<file path="config.mk">
export PLATFORM = sky130hd
export DESIGN_NAME = spi_poll_ctrl_flat
export DESIGN_NICKNAME = d
export VERILOG_FILES = /design/src/rtl/spi_poll_ctrl_if.sv /design/src/rtl/spi_poll_ctrl.sv /design/src/flat_wrapper.sv
export SDC_FILE = /design/constraint.sdc
export NUM_CORES = 1
export LEC_CHECK = 0
export CORE_MARGIN = 2
export CORE_UTILIZATION = 25
export DETAILED_ROUTE_END_ITERATION = 12
export PLACE_DENSITY = 0.45
export RECOVER_POWER = 25
export SLEW_MARGIN = 20
export SYNTH_ARGS = -nofsm -noshare
export SYNTH_HDL_FRONTEND = slang
export SYNTH_SLANG_ARGS = --single-unit
</file>
<file path="constraint.sdc">
create_clock -name clk -period 2.26 [get_ports clk]
set_input_delay 0.226 -clock clk [delete_from_list [all_inputs] [get_ports clk]]
set_output_delay 0.226 -clock clk [all_outputs]
set_load 0.005 [all_outputs]
</file>
<file path="src/rtl/spi_poll_ctrl_if.sv">
`default_nettype none
// ---------------------------------------------------------------------------
// Module   : spi_poll_ctrl_if
// Brief    : Bus bundle between the poll controller, the byte-read SPI master
//            and the downstream byte consumer.
//            master modport = the poll controller, slave modport = its peers.
// Revision : 1.0 - initial release
// ---------------------------------------------------------------------------
interface spi_poll_ctrl_if;
  logic       spi_start;
  logic       spi_done;
  logic [7:0] spi_data;
  logic [7:0] out_data;
  logic       out_valid;
  logic       out_ready;

  modport master (
    output spi_start,
    input  spi_done,
    input  spi_data,
    output out_data,
    output out_valid,
    input  out_ready
  );

  modport slave (
    input  spi_start,
    output spi_done,
    output spi_data,
    input  out_data,
    input  out_valid,
    output out_ready
  );
endinterface
`default_nettype wire

</file>
<file path="src/rtl/spi_poll_ctrl.sv">
`default_nettype none
// ---------------------------------------------------------------------------
// Module   : spi_poll_ctrl
// Brief    : Periodically starts a byte-read SPI transaction, captures each
//            received byte into a first-word fall-through FIFO, counts
//            dropped bytes (saturating) and optionally flags transactions
//            that never complete.
// Options  : SPI_POLL_TIMEOUT_EN - enables the WAIT-state timeout and the
//            sticky timeout_err flag (otherwise timeout_err is tied low).
// Revision : 1.0 - initial release
// ---------------------------------------------------------------------------
module spi_poll_ctrl #(
  parameter int POLL_DIV   = 1000,
  parameter int FIFO_DEPTH = 8,
  parameter int TIMEOUT    = 32
) (
  input  wire logic        clk,
  input  wire logic        rst,
  input  wire logic        enable,
  spi_poll_ctrl_if.master  bus,
  output logic             busy,
  output logic [7:0]       overflow_cnt,
  output logic             timeout_err
);

  localparam int AW = $clog2(FIFO_DEPTH);
  localparam int CW = $clog2(POLL_DIV);
  localparam logic [CW-1:0] RELOAD = CW'(POLL_DIV - 1);

  typedef enum logic [1:0] {
    ST_IDLE  = 2'd0,
    ST_START = 2'd1,
    ST_WAIT  = 2'd2
  } state_e;

  state_e        state_q, state_d;
  logic [CW-1:0] cnt_q, cnt_d;
  logic          push_req;

  logic [AW:0]   wr_ptr_q, wr_ptr_d;
  logic [AW:0]   rd_ptr_q, rd_ptr_d;
  logic [7:0]    ovf_q, ovf_d;
  logic [7:0]    mem_q [FIFO_DEPTH];
  logic          fifo_empty, fifo_full, fifo_pop, fifo_push;

`ifdef SPI_POLL_TIMEOUT_EN
  localparam int TW = $clog2(TIMEOUT);
  localparam logic [TW-1:0] WAIT_LAST = TW'(TIMEOUT - 1);
  logic [TW-1:0] wait_cnt_q, wait_cnt_d;
  logic          terr_q, terr_d;
`endif

  // Poll FSM: interval countdown in IDLE, one-cycle START, WAIT for done
  always_comb begin
    state_d  = state_q;
    cnt_d    = cnt_q;
    push_req = 1'b0;
`ifdef SPI_POLL_TIMEOUT_EN
    wait_cnt_d = wait_cnt_q;
    terr_d     = terr_q;
`endif
    case (state_q)
      ST_IDLE: begin
        if (!enable) begin
          cnt_d = RELOAD;
        end else if (cnt_q != '0) begin
          cnt_d = cnt_q - CW'(1);
        end else begin
          state_d = ST_START;
        end
      end
      ST_START: begin
        state_d = ST_WAIT;
`ifdef SPI_POLL_TIMEOUT_EN
        wait_cnt_d = '0;
`endif
      end
      ST_WAIT: begin
        if (bus.spi_done) begin
          // A completion in the final timeout cycle still wins.
          push_req = 1'b1;
          cnt_d    = RELOAD;
          state_d  = ST_IDLE;
`ifdef SPI_POLL_TIMEOUT_EN
        end else if (wait_cnt_q == WAIT_LAST) begin
          terr_d  = 1'b1;
          cnt_d   = RELOAD;
          state_d = ST_IDLE;
        end else begin
          wait_cnt_d = wait_cnt_q + TW'(1);
`endif
        end
      end
      default: begin
        state_d = ST_IDLE;
        cnt_d   = RELOAD;
      end
    endcase
  end

  // FIFO pointer and drop-counter next-state; a pop frees room for a push
  always_comb begin
    fifo_empty = (wr_ptr_q == rd_ptr_q);
    fifo_full  = (wr_ptr_q[AW] != rd_ptr_q[AW]) &&
                 (wr_ptr_q[AW-1:0] == rd_ptr_q[AW-1:0]);
    fifo_pop   = !fifo_empty && bus.out_ready;
    fifo_push  = push_req && (!fifo_full || fifo_pop);
    wr_ptr_d   = fifo_push ? wr_ptr_q + (AW+1)'(1) : wr_ptr_q;
    rd_ptr_d   = fifo_pop  ? rd_ptr_q + (AW+1)'(1) : rd_ptr_q;
    ovf_d      = ovf_q;
    if (push_req && fifo_full && !fifo_pop && (ovf_q != 8'hFF)) begin
      ovf_d = ovf_q + 8'd1;
    end
  end

  // Control state registers with synchronous reset
  always_ff @(posedge clk) begin
    if (rst) begin
      state_q  <= ST_IDLE;
      cnt_q    <= RELOAD;
      wr_ptr_q <= '0;
      rd_ptr_q <= '0;
      ovf_q    <= '0;
`ifdef SPI_POLL_TIMEOUT_EN
      wait_cnt_q <= '0;
      terr_q     <= 1'b0;
`endif
    end else begin
      state_q  <= state_d;
      cnt_q    <= cnt_d;
      wr_ptr_q <= wr_ptr_d;
      rd_ptr_q <= rd_ptr_d;
      ovf_q    <= ovf_d;
`ifdef SPI_POLL_TIMEOUT_EN
      wait_cnt_q <= wait_cnt_d;
      terr_q     <= terr_d;
`endif
    end
  end

  // FIFO storage; contents need no reset since out_valid gates them
  always_ff @(posedge clk) begin
    if (fifo_push) begin
      mem_q[wr_ptr_q[AW-1:0]] <= bus.spi_data;
    end
  end

  assign bus.spi_start = (state_q == ST_START);
  assign busy          = (state_q == ST_START) || (state_q == ST_WAIT);
  assign bus.out_valid = !fifo_empty;
  assign bus.out_data  = mem_q[rd_ptr_q[AW-1:0]];
  assign overflow_cnt  = ovf_q;
`ifdef SPI_POLL_TIMEOUT_EN
  assign timeout_err   = terr_q;
`else
  assign timeout_err   = 1'b0;
`endif

endmodule
`default_nettype wire

</file>
<file path="src/flat_wrapper.sv">
// flat-port wrapper written by rule: the top's interface ports become plain ports
module spi_poll_ctrl_flat 
#(
  parameter int POLL_DIV   = 1000,
  parameter int FIFO_DEPTH = 8,
  parameter int TIMEOUT    = 32
)
  (clk, rst, enable, busy, overflow_cnt, timeout_err, bus_spi_start, bus_spi_done, bus_spi_data, bus_out_data, bus_out_valid, bus_out_ready);
  spi_poll_ctrl_if bus_i ();
  input  wire logic clk;
  input  wire logic rst;
  input  wire logic enable;
  output logic busy;
  output logic [7:0] overflow_cnt;
  output logic timeout_err;
  output wire logic [$bits(bus_i.spi_start)-1:0] bus_spi_start;
  input wire logic [$bits(bus_i.spi_done)-1:0] bus_spi_done;
  input wire logic [$bits(bus_i.spi_data)-1:0] bus_spi_data;
  output wire logic [$bits(bus_i.out_data)-1:0] bus_out_data;
  output wire logic [$bits(bus_i.out_valid)-1:0] bus_out_valid;
  input wire logic [$bits(bus_i.out_ready)-1:0] bus_out_ready;
  assign bus_spi_start = bus_i.spi_start;
  assign bus_i.spi_done = bus_spi_done;
  assign bus_i.spi_data = bus_spi_data;
  assign bus_out_data = bus_i.out_data;
  assign bus_out_valid = bus_i.out_valid;
  assign bus_i.out_ready = bus_out_ready;
  spi_poll_ctrl #(.POLL_DIV(POLL_DIV), .FIFO_DEPTH(FIFO_DEPTH), .TIMEOUT(TIMEOUT)) u_core (.clk(clk), .rst(rst), .enable(enable), .bus(bus_i), .busy(busy), .overflow_cnt(overflow_cnt), .timeout_err(timeout_err));
endmodule
</file>
After elaboration in Yosys (flattened, before gate mapping)
Memory sizes are Yosys's and may differ from the RTL's. A register that Yosys moved wholly into a read port is not among the register bits.
Index checks and enable logic that the tools add are counted.
{"block": "totals", "ff_bits": 28, "ramBits": 64, "in_bits": 13, "out_inout_bits": 20, "n_memories": 1}
{"name": "u_core.mem_q", "depth": 8, "word_bits": 8, "read_ports": 1, "rd_ports_with_merged_regs": 1, "write_ports": 1, "line_no": "spi_poll_ctrl.sv:43", "text": "logic [7:0] mem_q [FIFO_DEPTH];"}
{"block": "op_classes", "addsub": 4, "eq_ne": 10, "muxes": 14, "n_bitwise": 1, "reduce_logical": 15}
{"op": "2-to-1 mux 10 bit", "count": 3}
{"op": "one-hot mux 10 bit (3 select lines)", "count": 1}
{"op": "nonzero test 10 bit", "count": 1}
{"op": "subtractor 10 x 1 -> 10 bit (second input constant)", "count": 1}
{"op": "adder 4 x 1 -> 4 bit (second input constant)", "count": 2}
{"op": "adder 8 x 1 -> 8 bit (second input constant)", "count": 1}
{"op": "!= test 8 bit (second input constant)", "count": 1}
{"op": "logical AND 1 bit", "count": 6}
{"op": "2-to-1 mux 2 bit", "count": 3}
{"op": "2-to-1 mux 3 bit", "count": 2}
{"op": "!= test 2 bit (second input constant)", "count": 3}
{"op": "one-hot mux 2 bit (3 select lines)", "count": 1}
{"op": "AND reduction 3 bit", "count": 2}
{"op": "== test 4 bit", "count": 1}
{"op": "2-to-1 mux 1 bit", "count": 4}
{"op": "== test 3 bit", "count": 1}
{"op": "logical NOT 1 bit", "count": 3}
{"op": "!= test 3 x 2 -> 1 bit (second input constant)", "count": 1}
{"op": "== test 2 x 1 -> 1 bit (second input constant)", "count": 1}
{"op": "== test 2 bit (second input constant)", "count": 1}
{"op": "logical NOT 2 bit", "count": 1}
{"op": "logical OR 1 bit", "count": 2}
{"op": "!= test 1 bit", "count": 1}
{"op": "NOT 1 bit", "count": 1}

Logic depth before layout (Yosys ltp)
Gate-level depths: netlist of run 1.
{"block": "logic_depth", "depth_word": 7, "depth_mapped": 7, "depth_no_buf": 6}

Worst setup path after synthesis of run 1
No wires, ideal clock.
{"block": "synth_path", "kind": "register -> register", "start": "register u_core.wr_ptr_q[0]", "end": "memory u_core.mem_q[0][0], enable pin", "setup_time_ns": 0.395, "t_arrival_ns": 1.848, "slack_ns": 0.017, "path_stages_with_launch": 6, "n_path_buf": 1, "cell_sequence": "dfxtp_1 buf_2 xnor2_1 and3_1 a21o_1 nor4_1"}
{"block": "synth_via", "elab_chain_len": 7}
{"element": "from (decl)", "line_no": "spi_poll_ctrl.sv:40", "text": "logic [AW:0] wr_ptr_q, wr_ptr_d;"}
{"element": "from (signal assigned)", "line_no": "spi_poll_ctrl.sv:131", "text": "wr_ptr_q <= wr_ptr_d;"}
{"element": "== test 4 bit / == test 3 bit (equally long branches)", "line_no": "spi_poll_ctrl.sv:103, spi_poll_ctrl.sv:105"}
{"element": "logical NOT 1 bit / logical AND 1 bit (equally long branches)", "line_no": "spi_poll_ctrl.sv:106, spi_poll_ctrl.sv:104"}
{"element": "logical AND 1 bit / logical NOT 1 bit (equally long branches)", "line_no": "spi_poll_ctrl.sv:106, spi_poll_ctrl.sv:107"}
{"element": "logical OR 1 bit", "line_no": "spi_poll_ctrl.sv:107", "text": "fifo_push = push_req && (!fifo_full || fifo_pop);"}
{"element": "logical AND 1 bit", "line_no": "spi_poll_ctrl.sv:107"}
{"element": "2-to-1 mux 1 bit", "line_no": "spi_poll_ctrl.sv:143", "text": "if (fifo_push) begin"}
{"element": "2-to-1 mux 1 bit (implied by the code)", "line_no": "spi_poll_ctrl.sv:144", "text": "mem_q[wr_ptr_q[AW-1:0]] <= bus.spi_data;"}
{"element": "to (decl)", "line_no": "spi_poll_ctrl.sv:43"}
Parallel ways exist; a longest one is shown, timed or not.

==> results of run 1 <==
[kinds of logic after synthesis]
logic type | Yosys count | share of synthesized area (%)
buf+inv | 23 | 2.21
other cells | 1 | 0.0894
mux | 35 | 13.6
simple gates | 97 | 14.1
xor+xnor | 5 | 1.04
flops | 95 | 60.6
fa+ha+maj | 8 | 2.39
compound gates | 38 | 6.02
[power breakdown]
part / switching, W / internal [W]
combinational: 0.0000374 / 0.0000281
sequential: 0.00000179 / 0.00185
clock: 0.000689 / 0.000764
[cell usage after synthesis, drive strengths merged (4+ instances only)]
cell and n:
and4 5, nor4 10, mux2i 4, nand2b 5, inv 11, edfxtp 64, a21oi 11, clkbuf 6
nand3 11, xnor2 4, mux2 15, buf 6, o31ai 7, and3 4, nor2 17, nor2b 8
or4 7, dfxtp 31, o21ai 9, mux4 16, ha 8, or3 6, nor3 6, nand2 7
[flip-flops by register name, summed over array words and instances, names as in the netlist, named ones only]
name,count
u_core.overflow_cnt,8
u_core.rd_ptr_q,4
u_core.wr_ptr_q,4
u_core.state_q,2
u_core.cnt_q,10
u_core.mem_q,64
[how the worst min path moves through the flow]
stage                                 from  cells after the start  slack (ns)                endpoint
floorplan                  bus_spi_data[0]                      0        0.32      u_core.mem_q[0][0]
global placement         u_core.state_q[0]                      2        0.49       u_core.state_q[0]
detailed placement       u_core.state_q[0]                      2        0.49       u_core.state_q[0]
CTS                      u_core.state_q[0]                      2        0.51       u_core.state_q[0]
global route        u_core.overflow_cnt[4]                      2        0.54  u_core.overflow_cnt[4]
finish                   u_core.state_q[0]                      2        0.50       u_core.state_q[0]
[layer usage]
metal | GRT usage, % | vias to the layer above
met5 | 0 | -
met4 | 3.01 | 0
met3 | 3.23 | 10
met2 | 16.8 | 47
met1 | 14.7 | 1305
li1 | - | 1293
[critical path: cells and delay by family, from the launching register on]
| kind | cells | cell delay, ns |
|---|---|---|
| muxes | 2 | 0.74 |
| buffers and inverters | 3 | 0.49 |
| DFF | 1 | 0.40 |
[final cells by class]
cell class                 instances  area (um^2)
multi-input combinational        184         1590
clock inverter                     6         52.6
fill                            1647        11200
timing repair buffer              56          551
sequential                        95         2550
clock buffer                      10          229
inverter                          11         41.3
tap                              220          275
[repair_timing]
action / 4_1_cts / 5_1_grt
hold buffers: 0 / 0
pin swaps: 0 / 0
gates resized for setup: 16 / 4
setup buffers: 6 / 2
setup endpoints to repair: 8 / 4
gates cloned: 1 / 0
endpoints found under the hold margin: 0 / 0
[metrics by stage]
| stage | util, % | hold slack, ns | setup WS, ns |
|---|---|---|---|
| detailed placement | 29.8 | 0.493 | 0.170 |
| global route | 32.1 | 0.545 | 0.00137 |
| finish | 32.1 | 0.504 | 0.0755 |
| CTS | 31.9 | 0.506 | 0.0217 |
| global placement | 29.8 | 0.490 | 0.177 |
| floorplan | - | 0.325 | 0.0171 |
==> summary.txt, run 1 <==
Timing
  – Tcrit/Tclk final: between 90 and 100%
  – Sum Neg Setup Slack: 0 ns
  – Crit path time final: 2.18 ns
  – Clock Skew: about 0.0085 ns
  – Unrepaired setup endpoints after global routing: false
  – Maximum clock frequency: 0.458 GHz
  – Max-slew headroom at the worst pin: roughly two thirds
  – Least-Margin Pin Slew: 0.498 ns
  – Final Max Slew Viols: 0
  – Final setup violation count: 0
  – Final hold violation count: 0

Critical path
  – Largest fanout on the critical path: 7
  – Endpoint kind of the worst setup timing path: output port
  – Category of the most critical setup path: reg -> out
  – Critical path launch point type: register
  – Reg-to-Reg End: u_core.overflow_cnt[3]
  – Setup slack, reg-to-reg: about 0.15 ns
  – Worst r2r src: u_core.overflow_cnt[0]
  – Capturing instance or port of the critical path: bus_out_data[0]
  – Crit-path max cell delay: about 0.47 ns
  – Slowest stage cell on the critical path: mux4_2
  – Ordered cell list for the critical path: buf_16, buf_12, mux4_2, mux2_2, dlygate4sd2_1
  – Cell count of the worst reg-to-reg path: 5
  – Worst EP required: 2.03 ns
  – Worst endpoint data arrival time: between 1.5 and 2 ns

Synthesis
  – Distinct cell type count after synthesis: 49
  – Number of enable flip-flop cells after synthesis: between 60 and 70
  – Cells after Synth: a little over 300
  – Cell type with the highest aggregate area in the netlist: edfxtp_1
  – Share of flip-flops with an asynchronous set or reset: 0%
  – Sequential-to-total area share from yosys stat: between 60 and 70%
  – Post-Syn Nets: 323
  – Register bit count reported by yosys: 95
  – Predominant post-synthesis flop cell: edfxtp_1
  – Cells taking the most area after synthesis: edfxtp_1, dfxtp_1, mux4_2
  – Number of warnings printed during yosys synthesis: 0
  – Fraction of synthesized cell area taken by the top area cell type: between 40% and 50%
  – Netlist area before placement: approximately 0.0042 mm^2
  – Mean post-synth cell area: between 10 and 15 um^2

Detailed routing
  – Detail-routed net length per standard cell: ~16 um
  – Remaining antenna violation count after routing: 0
  – Drt total wl: between 9 and 10 mm
  – Vias per cell: 4.56
  – DRC errors left: 0
  – Detailed route wirelength on metal2: about 4.1 mm
  – Via count: around 2700
  – Met1 routed wirelength after detailed routing: 4.56 mm
  – Routed wl met3: around 340 um
  – Top metal layer carrying routed signals: met4
  – Number of search-and-repair iterations in the first detailed-routing pass: 4
  – Number of violations reported at the end of detailed-routing iteration 0: between 150 and 200

GRT
  – Number of global-route vias before repair: roughly 2700
  – Global-route wire length before repair: around 15 mm
  – Maximum number of pins on one net before global-route repair: 32
  – Overflow after GRT: 0
  – Number of antenna violations at the first check in global routing: 0
  – Global-route usage over all layers: between 10% and 20%

Pwr
  – Maximum vdd ir drop: around 0.39 mV
  – Leak: between 1.5 and 2 nW
  – PD cells: about 640 mW/mm^2
  – Total power: 0.00337 W

CTS
  – Clock tree from TritonCTS: yes
  – Clk sink count: between 90 and 100
  – H-Tree Level Count: 3
  – Maximum root-to-sink buffer count: 2
  – Clock root buffer master: clkbuf_16
  – Clock latency reported for the late side of the worst-skew pair: around 0.35 ns
  – Clock-pin slew reported for the worst setup and hold paths after clock tree synthesis: 0.07 ns
  – Num CTS Buffers: 9

Floorplanning
  – Number of top-level pins: 33
  – Initial standard-cell utilization of the core: roughly a quarter
  – Die area: approximately 0.018 mm^2
  – Die height: 134 um
  – Count of standard-cell rows: 47
  – Floorplan Core Area: roughly 0.016 mm^2
  – Die X-Extent: around 130 um

Layout
  – Inserted Diodes: 0
  – Ratio of cells with drive above 1 in the final layout: between 20% and 30%
  – Count of nets after finishing: between 300 and 400
  – Final Instance Area: roughly 0.0053 mm^2
  – Commonest non-fill, non-tap cells in the layout: edfxtp_1, dfxtp_1, buf_4
  – P&R area growth vs syn: 26.0%
  – Number of standard cells in the layout, taps in and fillers out: approximately 580
  – Commonest non-fill, non-tap cell in the layout: edfxtp_1

Placement
  – Last weighted congestion value of the routability-driven placer: 0.754
  – Total placed cells including tap cells: about 560
  – Placed cell area: approximately 0.0049 mm^2
  – Number of buffer cells added on primary ports: 31
  – Final HPWL DP: 5.74 mm

Status
  – Outcome: finished, final reports clean

Hold path
  – Worst min path class: reg -> reg

Job
  – Max-cap viol count: 0
(Power assumes the default switching activity.)
==> run 2, diff against run 1 <==
==> constraint.sdc (replaced) <==
create_clock -name clk -period 2.26 [get_ports clk]
set_input_delay 0.339 -clock clk [delete_from_list [all_inputs] [get_ports clk]]
set_output_delay 0.339 -clock clk [all_outputs]
set_load 0.005 [all_outputs]
==> run 2 against run 1 <==
Against the previous run:
- clock skew fell by 0.0016 ns
- clock power rose by 6%
- sequential cell count did not move
- worst setup slack got worse by 0.0024 ns
- count of clock-buffer cells in the layout did not move
- total power rose by 2.1%
- non-clock buffer count rose by 4
- critical endpoint is now bus_out_data[6]
- largest power group unchanged
==> summary.txt, run 2 (synthesis results as in run 1) <==
Critical path
  – Critical path launch point type: register
  – Worst endpoint data arrival time: 1.85 ns (-0.11 ns)
  – Worst EP required: 1.92 ns (-0.11 ns)
  – Largest fanout on the critical path: 6 (-1)
  – Endpoint kind of the worst setup timing path: output port
  – Cell count of the worst reg-to-reg path: 5 (unchanged)
  – Category of the most critical setup path: reg -> out

GRT
  – Maximum number of pins on one net before global-route repair: 32 (unchanged)
  – Global-route wire length before repair: 14.3 mm (-3.6%)
  – Number of global-route vias before repair: 2676 (-0.78%)
  – Number of antenna violations at the first check in global routing: 0 (unchanged)
  – Global-route usage over all layers: 10.5% (-0.34 points)
  – Overflow after GRT: 0 (unchanged)

Layout
  – Commonest non-fill, non-tap cell in the layout: edfxtp_1
  – Final Instance Area: 0.00535 mm^2 (+1.2%)
  – Inserted Diodes: 0 (unchanged)
  – P&R area growth vs syn: 27.5%
  – Number of flip-flops in the largest register: 64 (unchanged)
  – Number of standard cells in the layout, taps in and fillers out: 586 (+0.69%)
  – Count of nets after finishing: 382 (+1.1%)
  – Commonest non-fill, non-tap cells in the layout: edfxtp_1, dfxtp_1, buf_4
  – Ratio of cells with drive above 1 in the final layout: 27.0% (+2.5 points)
  – Utilization after layout: 32.5% (+0.39 points)

Placement
  – Total placed cells including tap cells: 561 (+0.72%)
  – Setup slack after placement: 0.0774 ns (-0.0921 ns)
  – Final HPWL DP: 5.51 mm (-4.0%)
  – Number of buffer cells added on primary ports: 31 (unchanged)
  – Placed cell area: 0.00495 mm^2 (+1.1%)
  – Last weighted congestion value of the routability-driven placer: 0.728 (-3.5%)

CTS
  – Clock latency reported for the late side of the worst-skew pair: 0.34 ns (about the same)
  – Clock tree from TritonCTS: yes
  – H-Tree Level Count: 3 (unchanged)
  – Num CTS Buffers: 9 (unchanged)
  – Quantity of hold-fixing buffers added after cts: 0 (unchanged)
  – Clock root buffer master: clkbuf_16
  – Maximum root-to-sink buffer count: 2 (unchanged)
  – Clk sink count: 95 (unchanged)
  – Clock-pin slew reported for the worst setup and hold paths after clock tree synthesis: 0.07 ns (about the same)

Timing
  – Post-route worst setup slack: 0.0731 ns (-0.00241 ns)
  – Final setup violation count: 0 (unchanged)
  – Unrepaired setup endpoints after global routing: false
  – Maximum clock frequency: 0.457 GHz (-0.11%)
  – Final hold violation count: 0 (unchanged)
  – Tcrit/Tclk final: 96.8% (+0.11 points)
  – Max-slew headroom at the worst pin: 65.0% (-1.8 points)
  – Crit path time final: 2.19 ns (+0.00241 ns)
  – Final Max Slew Viols: 0 (unchanged)
  – Clock Skew: 0.00689 ns (-0.00158 ns)
  – Least-Margin Pin Slew: 0.520 ns (+0.0221 ns)

Pwr
  – PD cells: 644 mW/mm^2 (+0.92%)
  – Leak: 1.75 nW (+2.3%)
  – Maximum vdd ir drop: 0.317 mV (-19%)

Floorplanning
  – Number of top-level pins: 33 (unchanged)
  – Die height: 134 um (unchanged)
  – Initial standard-cell utilization of the core: 25.5% (unchanged)
  – Floorplan Core Area: 0.0165 mm^2 (unchanged)
  – Die area: 0.0178 mm^2 (unchanged)
  – Die X-Extent: 134 um (unchanged)
  – Count of standard-cell rows: 47 (unchanged)

Hold path
  – Hold path depth: 2 (unchanged)
  – Worst min path class: reg -> reg

Detailed routing
  – Remaining antenna violation count after routing: 0 (unchanged)
  – Vias per cell: 4.52 (-0.83%)
  – Via count: 2651 (-0.15%)
  – Drt total wl: 8.77 mm (-3.3%)
  – Detail-routed net length per standard cell: 15.0 um (-3.9%)
  – DRC errors left: 0 (unchanged)
  – Number of search-and-repair iterations in the first detailed-routing pass: 4 (unchanged)
  – Number of violations reported at the end of detailed-routing iteration 0: 165 (-7.8%)

Status
  – Outcome: finished, final reports clean

Job
  – Max-cap viol count: 0 (unchanged)
==> run 2: cell count changes in the layout (fill, tap and decap cells not counted), sizes merged <==
| cell | change |
|---|---|
| buf | +8 |
| bufinv | +1 |
| clkbuf | +1 |
| inv | -1 |
| clkdlybuf4s15 | -2 |
| dlygate4sd2 | -3 |
| clkinv | +1 |
| clkinvlp | -1 |
==> run 2: final timing paths <==
kind / start / endpoint / slack (ns)
worst min register to register: u_core.state_q[1] / u_core.state_q[1] / 0.50
worst min-delay path: u_core.state_q[1] / u_core.state_q[1] / 0.50
worst max-delay path: register / bus_out_data[6] / 0.07
worst max register to register: u_core.overflow_cnt[0] / u_core.overflow_cnt[4] / 0.15
==> run 2: worst max-delay path, cell delays in order (launching register included) <==
cell      delay (ns)
dfxtp_4         0.39
buf_16          0.13
buf_6           0.10
mux4_2          0.50
mux2_2          0.27
clkbuf_2        0.11
==> run 2: per-layer routing <==
layer | wire, um | track usage, %
met1 | 4270 | 13.8
met2 | 4080 | 16.7
met3 | 343 | 3.31
met4 | 82 | 3.01
met5 | 0 | 0
==> run 2: final cells by class <==
cell class | count | area, um^2
sequential | 95 | 2550
multi-input combinational | 184 | 1600
clock buffer | 10 | 229
tap | 220 | 275
clock inverter | 6 | 67.6
inverter | 11 | 41.3
fill | 1655 | 11100
timing repair buffer | 60 | 589
==> run 2: per-stage QoR <==
stage / power, W / TNS (ns) / hold WS [ns]
after detailed placement: 0.00196 / 0 / 0.489
after global placement: 0.00196 / 0 / 0.487
after CTS: 0.00350 / -0.0833 / 0.502
final: 0.00344 / 0 / 0.505
after floorplan: 0.00191 / 0 / 0.438
after global routing: 0.00356 / 0 / 0.535
==> run 2: where the power goes <==
part           internal [W]  switching (W)   total, W
sequential          0.00185     0.00000175    0.00185
clock              0.000865       0.000661    0.00153
combinational     0.0000280      0.0000361  0.0000641
total               0.00274       0.000699    0.00344
==> run 2: timing repair <==
action | in CTS | in global routing
buffers inserted | 8 | 0
resized for setup | 30 | 10
setup endpoints to repair | 9 | 7
gates cloned | 1 | 0
